<file path="src/rtl/adc_sample_feeder.sv">
// adc_sample_feeder: deserializes a framed MSB-first serial ADC stream into
// DATA_W-bit words, buffers them, and issues them with a minimum strobe spacing.
module adc_sample_feeder #(
    parameter int DATA_W  = 21,
    parameter int MIN_GAP = 18,
    parameter int DEPTH   = 4
) (
    input  logic                   clk,
    input  logic                   GlobalReset,
    input  logic                   adc_sdata,
    input  logic                   adc_frame,
    input  logic                   enable,
    input  logic                   clear_i,
    output logic [DATA_W-1:0]      x_adc,
    output logic                   srdyo_o,
    output logic [$clog2(DEPTH):0] fifo_count,
    output logic                   overflow_o,
    output logic                   frame_err_o
);

    localparam int PTR_W = $clog2(DEPTH);
    localparam int CNT_W = PTR_W + 1;
    localparam int BIT_W = $clog2(DATA_W + 1);
    localparam int GAP_W = $clog2(MIN_GAP + 1);

    localparam logic [BIT_W-1:0] LAST_BIT = BIT_W'(DATA_W - 1);
    localparam logic [GAP_W-1:0] GAP_LOAD = GAP_W'(MIN_GAP - 1);
    localparam logic [CNT_W-1:0] FULL_CNT = CNT_W'(DEPTH);

    typedef enum logic [1:0] {
        ST_IDLE  = 2'd0,
        ST_SHIFT = 2'd1,
        ST_TAIL  = 2'd2
    } state_t;

    state_t              state_r;
    logic [DATA_W-1:0]   shift_r;
    logic [BIT_W-1:0]    bit_cnt_r;
    logic [DATA_W-1:0]   mem_r [DEPTH];
    logic [PTR_W-1:0]    wr_ptr_r;
    logic [PTR_W-1:0]    rd_ptr_r;
    logic [GAP_W-1:0]    gap_r;

    logic                push_s;
    logic                err_set_s;
    logic [DATA_W-1:0]   word_s;
    logic                full_s;
    logic                pop_s;
    logic                drop_s;
    logic                write_s;

    // Frame decode: word completion on the last bit and framing-error detection
    always_comb begin
        push_s    = 1'b0;
        err_set_s = 1'b0;
        word_s    = {shift_r[DATA_W-2:0], adc_sdata};
        case (state_r)
            ST_SHIFT: begin
                if (!adc_frame) begin
                    err_set_s = 1'b1;
                end else if (bit_cnt_r == LAST_BIT) begin
                    push_s = 1'b1;
                end else begin
                    push_s = 1'b0;
                end
            end
            ST_TAIL: begin
                err_set_s = adc_frame;
            end
            default: begin
                push_s    = 1'b0;
                err_set_s = 1'b0;
            end
        endcase
    end

    // Issue and FIFO arbitration; a pop frees a slot for a same-cycle push
    always_comb begin
        full_s  = (fifo_count == FULL_CNT);
        pop_s   = (fifo_count != {CNT_W{1'b0}}) && enable && (gap_r == {GAP_W{1'b0}});
        drop_s  = push_s && full_s && !pop_s;
        write_s = push_s && !drop_s;
    end

    // Deserializer FSM; the first bit enters at the LSB and ends up at the MSB
    always_ff @(posedge clk or negedge GlobalReset) begin
        if (!GlobalReset) begin
            state_r   <= ST_IDLE;
            shift_r   <= {DATA_W{1'b0}};
            bit_cnt_r <= {BIT_W{1'b0}};
        end else begin
            case (state_r)
                ST_IDLE: begin
                    if (adc_frame) begin
                        shift_r   <= {{(DATA_W-1){1'b0}}, adc_sdata};
                        bit_cnt_r <= BIT_W'(1);
                        state_r   <= ST_SHIFT;
                    end else begin
                        state_r   <= ST_IDLE;
                    end
                end
                ST_SHIFT: begin
                    if (!adc_frame) begin
                        state_r <= ST_IDLE;
                    end else if (push_s) begin
                        state_r <= ST_TAIL;
                    end else begin
                        shift_r   <= word_s;
                        bit_cnt_r <= bit_cnt_r + BIT_W'(1);
                    end
                end
                ST_TAIL: begin
                    if (!adc_frame) begin
                        state_r <= ST_IDLE;
                    end else begin
                        state_r <= ST_TAIL;
                    end
                end
                default: begin
                    state_r <= ST_IDLE;
                end
            endcase
        end
    end

    // FIFO storage, pointers and occupancy
    always_ff @(posedge clk or negedge GlobalReset) begin
        if (!GlobalReset) begin
            for (int i = 0; i < DEPTH; i++) begin
                mem_r[i] <= {DATA_W{1'b0}};
            end
            wr_ptr_r   <= {PTR_W{1'b0}};
            rd_ptr_r   <= {PTR_W{1'b0}};
            fifo_count <= {CNT_W{1'b0}};
        end else begin
            if (write_s) begin
                mem_r[wr_ptr_r] <= word_s;
                wr_ptr_r        <= wr_ptr_r + PTR_W'(1);
            end
            if (pop_s) begin
                rd_ptr_r <= rd_ptr_r + PTR_W'(1);
            end
            case ({write_s, pop_s})
                2'b10:   fifo_count <= fifo_count + CNT_W'(1);
                2'b01:   fifo_count <= fifo_count - CNT_W'(1);
                default: fifo_count <= fifo_count;
            endcase
        end
    end

    // Issue stage: registered sample/strobe and the strobe-spacing counter
    always_ff @(posedge clk or negedge GlobalReset) begin
        if (!GlobalReset) begin
            x_adc   <= {DATA_W{1'b0}};
            srdyo_o <= 1'b0;
            gap_r   <= {GAP_W{1'b0}};
        end else begin
            srdyo_o <= pop_s;
            if (pop_s) begin
                x_adc <= mem_r[rd_ptr_r];
                gap_r <= GAP_LOAD;
            end else if (gap_r != {GAP_W{1'b0}}) begin
                gap_r <= gap_r - GAP_W'(1);
            end else begin
                gap_r <= gap_r;
            end
        end
    end

    // Sticky flags; a set event wins over a simultaneous clear
    always_ff @(posedge clk or negedge GlobalReset) begin
        if (!GlobalReset) begin
            overflow_o  <= 1'b0;
            frame_err_o <= 1'b0;
        end else begin
            overflow_o  <= drop_s    | (overflow_o  & ~clear_i);
            frame_err_o <= err_set_s | (frame_err_o & ~clear_i);
        end
    end

endmodule
</file>
<file path="config.mk">
export PLATFORM = sky130hd
export DESIGN_NAME = adc_sample_feeder
export DESIGN_NICKNAME = d
export VERILOG_FILES = /design/src/rtl/adc_sample_feeder.sv
export SDC_FILE = /design/constraint.sdc
export NUM_CORES = 1
export LEC_CHECK = 0
export BUFFER_PORTS_ARGS = -buffer_cell sky130_fd_sc_hd__buf_2
export CORE_MARGIN = 2
export CORE_UTILIZATION = 35
export CTS_CLUSTER_SIZE = 8
export DETAILED_ROUTE_END_ITERATION = 8
export PLACE_DENSITY_LB_ADDON = 0.08
export SYNTH_ARGS = -nofsm -noshare
export SYNTH_HDL_FRONTEND = slang
export SYNTH_SLANG_ARGS = --single-unit
</file>
<file path="constraint.sdc">
create_clock -name clk -period 7.3 [get_ports clk]
set_input_delay 1.46 -clock clk [delete_from_list [all_inputs] [get_ports clk]]
set_output_delay 1.46 -clock clk [all_outputs]
set_load 0.05 [all_outputs]
</file>
Word level (Yosys, flattened, before mapping)
Cells that the tools add are included.
{"block": "classes", "add_sub_neg": 6, "magnitude_cmp": 3, "n_eq_ne": 10, "muxes": 27, "bitwise": 7, "reduce_logical": 16}
{"op": "$bwmux 84", "count": 1}
{"op": "$mux 21", "count": 3}
{"op": "$mux 20", "count": 3}
{"op": "$bmux 21 s2", "count": 1}
{"op": "$demux 21 s2", "count": 1}
{"op": "$pmux 20 s2", "count": 1}
{"op": "$mux 5", "count": 5}
{"op": "$pmux 5 s2", "count": 1}
{"op": "$ge 3x3->1 const B", "count": 2}
{"op": "$logic_and 1x1->1", "count": 6}
{"op": "$mux 2", "count": 3}
{"op": "$ne 2x2->1 const B", "count": 3}
{"op": "$not 2->3", "count": 2}
{"op": "$pmux 2 s3", "count": 1}
{"op": "$pmux 3 s2", "count": 1}
{"op": "$reduce_bool 2->1", "count": 3}
{"op": "$add 5x1->5 const B", "count": 1}
{"op": "$eq 5x5->1 const B", "count": 1}
{"op": "$logic_not 5->1", "count": 1}
{"op": "$mux 1", "count": 5}
{"op": "$reduce_bool 5->1", "count": 1}
{"op": "$sub 5x1->5 const B", "count": 1}
{"op": "$add 2x1->2 const B", "count": 2}
{"op": "$eq 2x1->1 const B", "count": 2}
{"op": "other kinds (14)", "count": 18}
{"block": "totals", "register_bits": 147, "input_bits": 6, "output_inout_bits": 27, "wordCells": 84}

Longest topological paths before layout
Gate-level depths: netlist of run 1.
{"block": "logic_depth", "word_depth": 10, "ltp_mapped": 12, "depth_no_buf": 12}

Least setup slack after synthesis of run 1
Ideal clock, no wire load.
{"block": "synth_path", "path_type": "input-to-reg", "from": "input enable", "to": "register fifo_count[2]", "setup_ns": 0.080, "arrival_time_ns": 3.269, "required_time_ns": 7.220, "setup_slack_ns": 3.950, "cell_stages": 9, "path_buffers": 0, "cell_sequence": "a2111oi_4 -> nor2_1 -> inv_1 -> ha_1 -> inv_1 -> fa_1 -> xor2_1 -> nor2_1 -> xnor2_1"}
{"block": "synth_via", "elab_chain_cells": 8, "word_cells_on_any_way": 10, "classes_between": "eq/ne (2); mux (1); reduce/logical (7)"}
{"item": "start: declaration", "line_no": "12", "rtl": "input logic enable,"}
{"item": "$logic_and 1x1->1 (*) (2 in a row)", "line_no": "80", "rtl": "pop_s = (fifo_count != {CNT_W{1'b0}}) && enable && (gap_r == {GAP_W{1'b0}});"}
{"item": "$logic_not 1->1", "line_no": "81", "rtl": "drop_s = push_s && full_s && !pop_s;"}
{"item": "$logic_and 1x1->1", "line_no": "81"}
{"item": "$logic_not 1->1", "line_no": "82", "rtl": "write_s = push_s && !drop_s;"}
{"item": "$logic_and 1x1->1", "line_no": "82"}
{"item": "$eq 2x1->1 / $eq 2x2->1 (equally long branches)", "line_no": "143", "rtl": "case ({write_s, pop_s})"}
{"item": "$pmux 3 s2 / $reduce_bool 2->1 (equally long branches)"}
{"item": "end signal: assignment", "line_no": "144", "rtl": "2'b10: fifo_count <= fifo_count + CNT_W'(1);"}
{"item": "end signal: assignment", "line_no": "145", "rtl": "2'b01: fifo_count <= fifo_count - CNT_W'(1);"}
{"item": "end signal: assignment", "line_no": "146", "rtl": "default: fifo_count <= fifo_count;"}
{"item": "end: declaration", "line_no": "16", "rtl": "output logic [$clog2(DEPTH):0] fifo_count,"}
Mark *: on every way between the ends. The rest lies on a longest branch, timed or not.
A chain may end at the register's enable or synchronous reset.

Final worst setup path of run 1
Ends and elaborated chain as after synthesis.

==> results of run 1 <==
## logic make-up (layout without fill, tap and decap cells)
kind of cell / after synthesis / count (layout) / synth area share, %
flops: 147 / 147 / 54.9
mux: 130 / 130 / 29.9
compound gates: 42 / 42 / 5.04
buf+inv: 42 / 91 / 3.31
simple gates: 30 / 30 / 3.23
fa+ha+maj: 14 / 14 / 2.73
xor+xnor: 7 / 7 / 0.915
## Yosys cell counts (2+ instances only)
cell      instances
xor2_1            2
buf_6             8
nor3b_4           4
ha_1             13
mux2_2           28
inv_1            19
mux4_2           21
buf_2             3
xnor2_1           5
dfrtp_1         147
o21ai_0          10
mux2_4           80
nor2_1            6
nand2_1           8
nand3_1           6
clkbuf_1         11
a21oi_1           2
a22o_1           22
## power groups by stage
stage / Sequential [mW] / Clock [mW] / Combinational, mW
2_1_floorplan: 0.966 / 0 / 0.261
3_3_place_gp: 0.954 / 0 / 0.381
3_5_place_dp: 0.956 / 0 / 0.390
4_1_cts: 0.942 / 0.964 / 0.391
5_1_grt: 0.950 / 1.01 / 0.425
6_report: 0.940 / 0.940 / 0.377
## per-layer routing
layer	vias to the layer above	track usage [%]	wire length, µm
met4	0	5.63	213
met2	38	22.3	6070
met1	1837	19.7	6350
met5	-	0	0
met3	17	3.20	296
li1	1560	-	-
## flip-flops by register name, summed over array words and instances (netlist names), 3 cells and up
| name | count |
|---|---|
| x_adc | 21 |
| shift_r | 20 |
| mem_r | 84 |
| bit_cnt_r | 5 |
| fifo_count | 3 |
| gap_r | 5 |
## cell type report
type / count / area (µm²)
repair buffers: 41 / 234
clock inverters: 9 / 151
fillers: 1731 / 11100
multi-input cells: 223 / 2800
flip-flops and latches: 147 / 3680
clock buffers: 22 / 484
well taps: 234 / 293
inverters: 19 / 71.3
## worst max path at each step
stage	cells after the start	to	start	slack, ns
after floorplan	9	fifo_count[2]$_DFFE_PN0P_	enable	3.95
after global placement	10	fifo_count[2]$_DFFE_PN0P_	enable	3.72
after detailed placement	10	fifo_count[2]$_DFFE_PN0P_	enable	3.65
after CTS	10	fifo_count[2]$_DFFE_PN0P_	enable	4.09
after global routing	10	fifo_count[2]$_DFFE_PN0P_	enable	3.97
final	10	fifo_count[2]$_DFFE_PN0P_	enable	4.11
## metrics by stage
step	total power [mW]	area, µm²
final	2.26	7710
after global routing	2.39	7710
after CTS	2.30	7710
after detailed placement	1.35	7080
after global placement	1.34	7080
after floorplan	1.23	6700
==> impl_metrics.env, run 1 <==
export IMPL_outcome="finished clean"
export IMPL_hp_class="register to register"
export IMPL_rr_startpoint="gap_r[0]$_DFFE_PN0P_"
export IMPL_fin_util_pct=41.1
export IMPL_worst_setup_path_type="input pin to register"
export IMPL_io_buffers=32
export IMPL_cts_buffer_depth=2
export IMPL_hpwlAfterDp_um=7450
export IMPL_yosysTopAreaCell="dfrtp_1"
export IMPL_wire_per_inst_um=18.6
export IMPL_core_area_um2=18800
export IMPL_ys_ff_latch=147
export IMPL_routed_via_density=4.97
export IMPL_cp_data_arrival_time_ns=3.53
export IMPL_grt_pass1_wl_um=22100
export IMPL_drc_errors=0
export IMPL_synth_area_leaders="dfrtp_1 (55%), mux2_4 (18%), mux4_2 (7.1%)"
export IMPL_grt_overflow=0
export IMPL_ctsRootBufferMaster="clkbuf_16"
export IMPL_p_seq_share_pct=41.6
export IMPL_holdBufCountCts=0
export IMPL_synth_top_flop_cell="dfrtp_1"
export IMPL_synth_area_um2=6700
export IMPL_std_cell_rows=50
export IMPL_hold_start="x_adc[4]$_DFFE_PN0P_"
export IMPL_cp_num_buf_inv=3
export IMPL_rsz0062_at_grt="false"
export IMPL_dieArea_um2=20300
export IMPL_hold_depth=1
export IMPL_n_antenna_cell=0
export IMPL_start_util_pct=35.7
export IMPL_drive_above_1_share_pct=45.3
export IMPL_syn_area_per_cell_um2=16.3
export IMPL_cp_end_kind="register"
export IMPL_p_sw_share_pct=28.5
export IMPL_fin_crit_sh_pct=43.7
export IMPL_reg2regPathDepth=12
export IMPL_layout_common_cells="dfrtp_1 (147), mux2_4 (80), buf_2 (31), mux2_2 (28), a22o_1 (22)"
export IMPL_ys_async_sr_fraction_pct=100
export IMPL_synth_edff_count=0
export IMPL_firstDrtPassIters=4
export IMPL_net_switching_power_mw=0.643
export IMPL_rrSetupSlack_ns=4.37
export IMPL_layout_nets=469
export IMPL_cts_reportedPaths_clkPinSlew_ns=0.06
export IMPL_skew_ns=0.00982
export IMPL_gp_congestion=0.714
export IMPL_cpPeakStageDelay_ns=0.69
export IMPL_final_max_slew_viol_count=0
export IMPL_worstSkewPairLatency_ns=0.42
export IMPL_area_growth_syn_to_layout_pct=15.2
export IMPL_crit_path_max_fanout=6
export IMPL_ios=33
export IMPL_p_leak_nw=3.67
export IMPL_intPower_mw=1.61
export IMPL_grt_start_max_net_pins=77
export IMPL_power_frac_comb_pct=16.7
export IMPL_finalSetupTns_ns=0
export IMPL_synth_cell_types=35
export IMPL_critPathLaunchType="input pin"
export IMPL_post_cts_resized=0
export IMPL_synth_fp_nets=432
export IMPL_placed_cells=664
export IMPL_yosysTopAreaCellShare_pct=54.9
export IMPL_setup_viol=0
export IMPL_synth_yosys_seq_area_share_pct=54.9
export IMPL_slew_headroom_pct=36.0
export IMPL_ir_drop_v=0.000162
export IMPL_post_cts_buffers=0
export IMPL_dr_first_iter_drc_count=159
export IMPL_worst_slack_ns=4.11
export IMPL_path_delay_family="compound AO/OA/AOI/OAI gates"
export IMPL_cts_tree="yes"
export IMPL_p_clk_share_pct=41.7
export IMPL_dieHeight_um=142
export IMPL_synthCells=412
export IMPL_numClockSinks=147
export IMPL_layout_commonest_cell="dfrtp_1"
export IMPL_die_w_um=142
export IMPL_worst_path_max_delay_cell="a2111oi_4"
export IMPL_drv_cap=0
export IMPL_period_needed_ns=3.19
export IMPL_preCtsSetupSlack_ns=3.65
export IMPL_htreeDepth=4
export IMPL_num_vias=3452
export IMPL_fmax_mhz=313
export IMPL_r2r_end="fifo_count[2]$_DFFE_PN0P_"
export IMPL_antenna_found_initial=0
export IMPL_hold_worst_slack_ns=0.497
export IMPL_hold_end="x_adc[4]$_DFFE_PN0P_"
export IMPL_track_usage_pct=14.4
export IMPL_cp_data_required_time_ns=7.64
export IMPL_cts_buffers=17
export IMPL_tightest_slew_ns=0.961
export IMPL_synth_warning_count=0
export IMPL_routed_wirelength_um=12900
export IMPL_power_density_nw_per_um2=293
export IMPL_hold_viol_final=0
export IMPL_fin_cells=695
export IMPL_grt_pass1_vias=3813
export IMPL_crit_chain="buf_2 > a2111oi_4 > nor2_1 > inv_1 > ha_1 > inv_1 > fa_1 > xor2_1 > nor2_1 > xnor2_1"
export IMPL_ant_nets=0
Power figures use the tool's default switching activity.
==> run 2: changes to the inputs <==
==> constraint.sdc (replaced) <==
create_clock -name clk -period 2.9 [get_ports clk]
set_input_delay 0.58 -clock clk [delete_from_list [all_inputs] [get_ports clk]]
set_output_delay 0.58 -clock clk [all_outputs]
set_load 0.05 [all_outputs]
==> run 2 against run 1 <==
Compared with the run above:
- flip-flop and latch count did not move
- hold slack lost 0.37 ns
- non-clock buffer count rose by 5
- largest cell class unchanged
- largest power group unchanged
==> impl_metrics.env, run 2 (synthesis gave the netlist of run 1 again) <==
export IMPL_outcome="finished clean"
export IMPL_intPower_mw=3.96
export IMPL_layout_common_cells="dfrtp_1 (147), mux2_4 (80), buf_2 (31), mux2_2 (28), a22o_1 (22)"
export IMPL_routed_wirelength_um=13000
export IMPL_gp_congestion=0.716
export IMPL_grt_start_max_net_pins=60
export IMPL_worstSkewPairLatency_ns=0.43
export IMPL_crit_path_max_fanout=7
export IMPL_reg2regPathDepth=10
export IMPL_rrSetupSlack_ns=0.40
export IMPL_power_frac_comb_pct=18.1
export IMPL_htreeDepth=4
export IMPL_critPathLaunchType="register"
export IMPL_cts_buffer_depth=2
export IMPL_std_cell_rows=50
export IMPL_cp_data_required_time_ns=3.24
export IMPL_core_area_um2=18800
export IMPL_die_w_um=142
export IMPL_slew_headroom_pct=59.3
export IMPL_numClockSinks=147
export IMPL_holdBufCountCts=0
export IMPL_hold_worst_slack_ns=0.128
export IMPL_worst_setup_path_type="register to register"
export IMPL_dr_first_iter_drc_count=143
export IMPL_fin_util_pct=41.5
export IMPL_cts_buffers=17
export IMPL_start_util_pct=35.7
export IMPL_biggestRegsByFlops="mem_r x84, x_adc x21, shift_r x20"
export IMPL_ant_nets=0
export IMPL_cts_tree="yes"
export IMPL_finalPower_mw=5.63
export IMPL_firstDrtPassIters=4
export IMPL_hp_class="input pin to asynchronous set/reset pin"
export IMPL_skew_ns=0.0120
export IMPL_rr_startpoint="gap_r[0]$_DFFE_PN0P_"
export IMPL_largest_reg_flops=84
export IMPL_ir_drop_v=0.000468
export IMPL_cp_data_arrival_time_ns=2.84
export IMPL_post_cts_resized=0
export IMPL_cp_end_kind="register"
export IMPL_hpwlAfterDp_um=7450
export IMPL_ios=33
export IMPL_net_switching_power_mw=1.67
export IMPL_post_cts_buffers=0
export IMPL_antenna_found_initial=0
export IMPL_p_seq_share_pct=41.5
export IMPL_drive_above_1_share_pct=46.0
export IMPL_p_sw_share_pct=29.6
export IMPL_final_max_slew_viol_count=0
export IMPL_cts_reportedPaths_clkPinSlew_ns=0.06
export IMPL_rsz0062_at_grt="false"
export IMPL_grt_pass1_vias=3783
export IMPL_layout_commonest_cell="dfrtp_1"
export IMPL_hold_viol_final=0
export IMPL_area_growth_syn_to_layout_pct=16.3
export IMPL_track_usage_pct=14.4
export IMPL_setup_viol=0
export IMPL_layout_nets=474
export IMPL_num_vias=3474
export IMPL_fmax_mhz=400
export IMPL_tightest_slew_ns=0.611
export IMPL_grt_overflow=0
export IMPL_wire_per_inst_um=18.5
export IMPL_period_needed_ns=2.50
export IMPL_dieArea_um2=20300
export IMPL_drv_cap=0
export IMPL_finalSetupTns_ns=0
export IMPL_p_clk_share_pct=40.4
export IMPL_fin_crit_sh_pct=86.3
export IMPL_grt_pass1_wl_um=21900
export IMPL_n_antenna_cell=0
export IMPL_io_buffers=32
export IMPL_r2r_end="fifo_count[1]$_DFFE_PN0P_"
export IMPL_ctsRootBufferMaster="clkbuf_16"
export IMPL_regMostFlops="mem_r"
export IMPL_power_density_nw_per_um2=722
export IMPL_dieHeight_um=142
export IMPL_routed_via_density=4.96
export IMPL_p_leak_nw=3.68
export IMPL_drc_errors=0
-- run 2: layout make-up --
type / instances / area, µm²
timing repair buffer: 46 / 334
sequential: 147 / 3680
tap: 234 / 293
fill: 1724 / 11000
multi-input combinational: 223 / 2800
clock inverter: 12 / 155
clock buffer: 20 / 457
inverter: 19 / 71.3
-- run 2: metal layers --
layer	up-vias	routed length [µm]	share of wire, %	track usage, %
met4	0	217	1.7	5.16
met3	18	320	2.5	3.47
met1	1842	6400	49	20.3
met5	-	0	0	0
met2	34	6060	47	21.9
li1	1580	-	-	-
-- run 2: critical path, stage by stage, from the launching register on --
cell,delay (ns)
dfrtp_1,0.38
inv_1,0.11
ha_1,0.23
nor4b_4,0.43
a2111oi_4,0.14
nor2_1,0.22
inv_1,0.07
ha_1,0.20
inv_1,0.07
fa_1,0.41
o21ai_0,0.16
-- run 2: worst max-delay path by stage --
stage	from	end	cells after the start
after global placement	gap_r[0]$_DFFE_PN0P_	fifo_count[2]$_DFFE_PN0P_	12
after global routing	gap_r[0]$_DFFE_PN0P_	fifo_count[2]$_DFFE_PN0P_	12
after floorplan	gap_r[0]$_DFFE_PN0P_	fifo_count[2]$_DFFE_PN0P_	12
after detailed placement	gap_r[0]$_DFFE_PN0P_	fifo_count[2]$_DFFE_PN0P_	10
after CTS	gap_r[0]$_DFFE_PN0P_	fifo_count[2]$_DFFE_PN0P_	10
final	gap_r[0]$_DFFE_PN0P_	fifo_count[1]$_DFFE_PN0P_	10
-- run 2: through the flow --
| stage | instances | setup WS (ns) | instance area [µm²] |
|---|---|---|---|
| 6_report | 701 | 0.397 | 7790 |
| 3_5_place_dp | 669 | 0.379 | 7180 |
| 2_1_floorplan | 412 | 0.161 | 6700 |
| 4_1_cts | 701 | 0.368 | 7790 |
| 5_1_grt | 701 | 0.178 | 7790 |
| 3_3_place_gp | 669 | 0.486 | 7180 |
-- run 2: power groups by stage --
stage	Clock [mW]	Sequential [mW]	Combinational [mW]
floorplan	0	2.43	0.658
global placement	0	2.37	1.02
detailed placement	0	2.37	1.04
CTS	2.33	2.34	1.05
global route	2.43	2.36	1.14
finish	2.27	2.34	1.02
==> run 3: changes to the inputs <==
--- a/config.mk
+++ b/config.mk
@@ -6,6 +6,7 @@
 export NUM_CORES = 1
 export LEC_CHECK = 0
 export BUFFER_PORTS_ARGS = -buffer_cell sky130_fd_sc_hd__buf_2
+export CORE_ASPECT_RATIO = 1.5
 export CORE_MARGIN = 2
 export CORE_UTILIZATION = 35
 export CTS_CLUSTER_SIZE = 8
==> run 3 against run 2 <==
Compared with the run above:
- core utilization shrank 0.34 points
- flip-flop and latch count unchanged
- highest routed layer unchanged
- via count increased by 0.20%
- largest power group unchanged
- clock skew fell by 0.0025 ns
- critical path type unchanged
- maximum frequency grew 1.3%
- clock power decreased by 4%
==> impl_metrics.env, run 3 (synthesis gave the netlist of run 1 again) <==
export IMPL_outcome="finished clean"
export IMPL_drc_errors=0
export IMPL_cts_tree="yes"
export IMPL_cts_buffer_depth=2
export IMPL_power_density_nw_per_um2=711
export IMPL_wire_per_inst_um=18.5
export IMPL_num_vias=3481
export IMPL_period_needed_ns=2.47
export IMPL_cp_data_required_time_ns=3.25
export IMPL_std_cell_rows=62
export IMPL_preCtsSetupSlack_ns=0.402
export IMPL_ir_drop_v=0.000336
export IMPL_post_cts_resized=0
export IMPL_multi_input_area_um2=2800
export IMPL_worstSkewPairLatency_ns=0.43
export IMPL_drive_above_1_share_pct=46.3
export IMPL_critPathLaunchType="register"
export IMPL_tightest_slew_ns=0.666
export IMPL_holdBufCountCts=0
export IMPL_skew_ns=0.00951
export IMPL_rsz0062_at_grt="false"
export IMPL_dieArea_um2=20300
export IMPL_layout_commonest_cell="dfrtp_1"
export IMPL_final_max_slew_viol_count=0
export IMPL_cts_buffers=17
export IMPL_firstDrtPassIters=4
export IMPL_ctsRootBufferMaster="clkbuf_16"
export IMPL_dr_first_iter_drc_count=93
export IMPL_antenna_found_initial=0
export IMPL_grt_pass1_wl_um=22500
export IMPL_cp_data_arrival_time_ns=2.82
export IMPL_ios=33
export IMPL_routed_via_density=4.81
export IMPL_hold_viol_final=0
export IMPL_p_leak_nw=3.68
export IMPL_fmax_mhz=405
export IMPL_area_growth_syn_to_layout_pct=16.3
export IMPL_fillers=1784
export IMPL_layout_nets=474
export IMPL_regArea_um2=3680
export IMPL_io_buffers=32
export IMPL_start_util_pct=35.4
export IMPL_track_usage_pct=14.8
export IMPL_post_cts_buffers=0
export IMPL_htreeDepth=4
export IMPL_worst_slack_ns=0.429
export IMPL_gp_congestion=0.695
export IMPL_finalPower_mw=5.54
export IMPL_grt_overflow=0
export IMPL_n_antenna_cell=0
export IMPL_core_area_um2=18900
export IMPL_regMostFlops="mem_r"
export IMPL_finalSetupTns_ns=0
export IMPL_crit_path_max_fanout=7
export IMPL_worst_setup_path_type="register to register"
export IMPL_grt_start_max_net_pins=55
export IMPL_largest_reg_flops=84
export IMPL_cts_reportedPaths_clkPinSlew_ns=0.06
export IMPL_ant_nets=0
export IMPL_cp_end_kind="register"
export IMPL_grt_pass1_vias=3865
export IMPL_setup_viol=0
export IMPL_drv_cap=0
export IMPL_die_w_um=117
export IMPL_dieHeight_um=173
export IMPL_biggestRegsByFlops="mem_r x84, x_adc x21, shift_r x20"
export IMPL_fin_crit_sh_pct=85.2
export IMPL_slew_headroom_pct=55.6
export IMPL_hp_class="input pin to asynchronous set/reset pin"
export IMPL_numClockSinks=147
export IMPL_routed_wirelength_um=13400
export IMPL_hpwlAfterDp_um=7900
export IMPL_layout_common_cells="dfrtp_1 (147), mux2_4 (80), buf_2 (31), mux2_2 (28), a22o_1 (22)"
-- run 3: cell count changes in the layout (fill, tap and decap cells not counted), sizes merged --
cell	change
inv	+7
clkbuf	-3
clkinvlp	-2
bufinv	-2
-- run 3: report_power, final --
part / internal, mW / total [mW] / leakage [nW] / switching, mW
combinational: 0.394 / 1.02 / 1.39 / 0.626
clock: 1.21 / 2.17 / 0.274 / 0.961
sequential: 2.18 / 2.36 / 2.02 / 0.177
total: 3.78 / 5.54 / 3.68 / 1.76
-- run 3: layout make-up --
cell class,count,share of cell area [%]
well taps,256,4.11
clock buffers,17,5.46
inverters,19,0.916
repair buffers,46,4.45
multi-input cells,223,35.9
flip-flops and latches,147,47.2
clock inverters,15,1.90
-- run 3: metrics by stage --
step / utilization, % / instance area [µm²] / instances / hold slack (ns)
floorplan: - / 6700 / 412 / 0.284
global placement: 38.1 / 7220 / 691 / 0.484
detailed placement: 38.1 / 7220 / 691 / 0.490
CTS: 41.2 / 7790 / 723 / 0.121
global route: 41.2 / 7790 / 723 / 0.143
finish: 41.2 / 7790 / 723 / 0.0975
-- run 3: per-layer routing --
| metal | vias to the layer above | GRT usage (%) | part of all wire (%) |
|---|---|---|---|
| met1 | 1829 | 19.9 | 45 |
| met5 | - | 0 | 0 |
| met4 | 0 | 6.81 | 3.0 |
| li1 | 1573 | - | - |
| met2 | 53 | 23.1 | 50 |
| met3 | 26 | 2.90 | 2.3 |
-- run 3: critical path: stages (launching register included) --
cell       delay [ns]
dfrtp_1          0.34
inv_1            0.08
ha_1             0.25
nor4b_4          0.17
a2111oi_4        0.37
nor2_1           0.13
inv_1            0.07
ha_1             0.17
inv_1            0.06
fa_1             0.37
xor2_1           0.15
nor2_1           0.11
xnor2_1          0.13
-- run 3: final timing paths --
path / endpoint / from / slack (ns) / depth (start not counted)
setup / recovery: fifo_count[2]$_DFFE_PN0P_ / gap_r[0]$_DFFE_PN0P_ / 0.43 / 12
hold / removal: gap_r[4]$_DFFE_PN0P_ / GlobalReset / 0.1 / 1
setup reg to reg: fifo_count[2]$_DFFE_PN0P_ / gap_r[0]$_DFFE_PN0P_ / 0.43 / 12
hold reg to reg: x_adc[10]$_DFFE_PN0P_ / x_adc[10]$_DFFE_PN0P_ / 0.50 / 1
max in group asynchronous: shift_r[0]$_DFFE_PN0P_ / GlobalReset / 2.02 / 2
min in group clk: overflow_o$_DFF_PN0_ / clear_i / 0.36 / 2
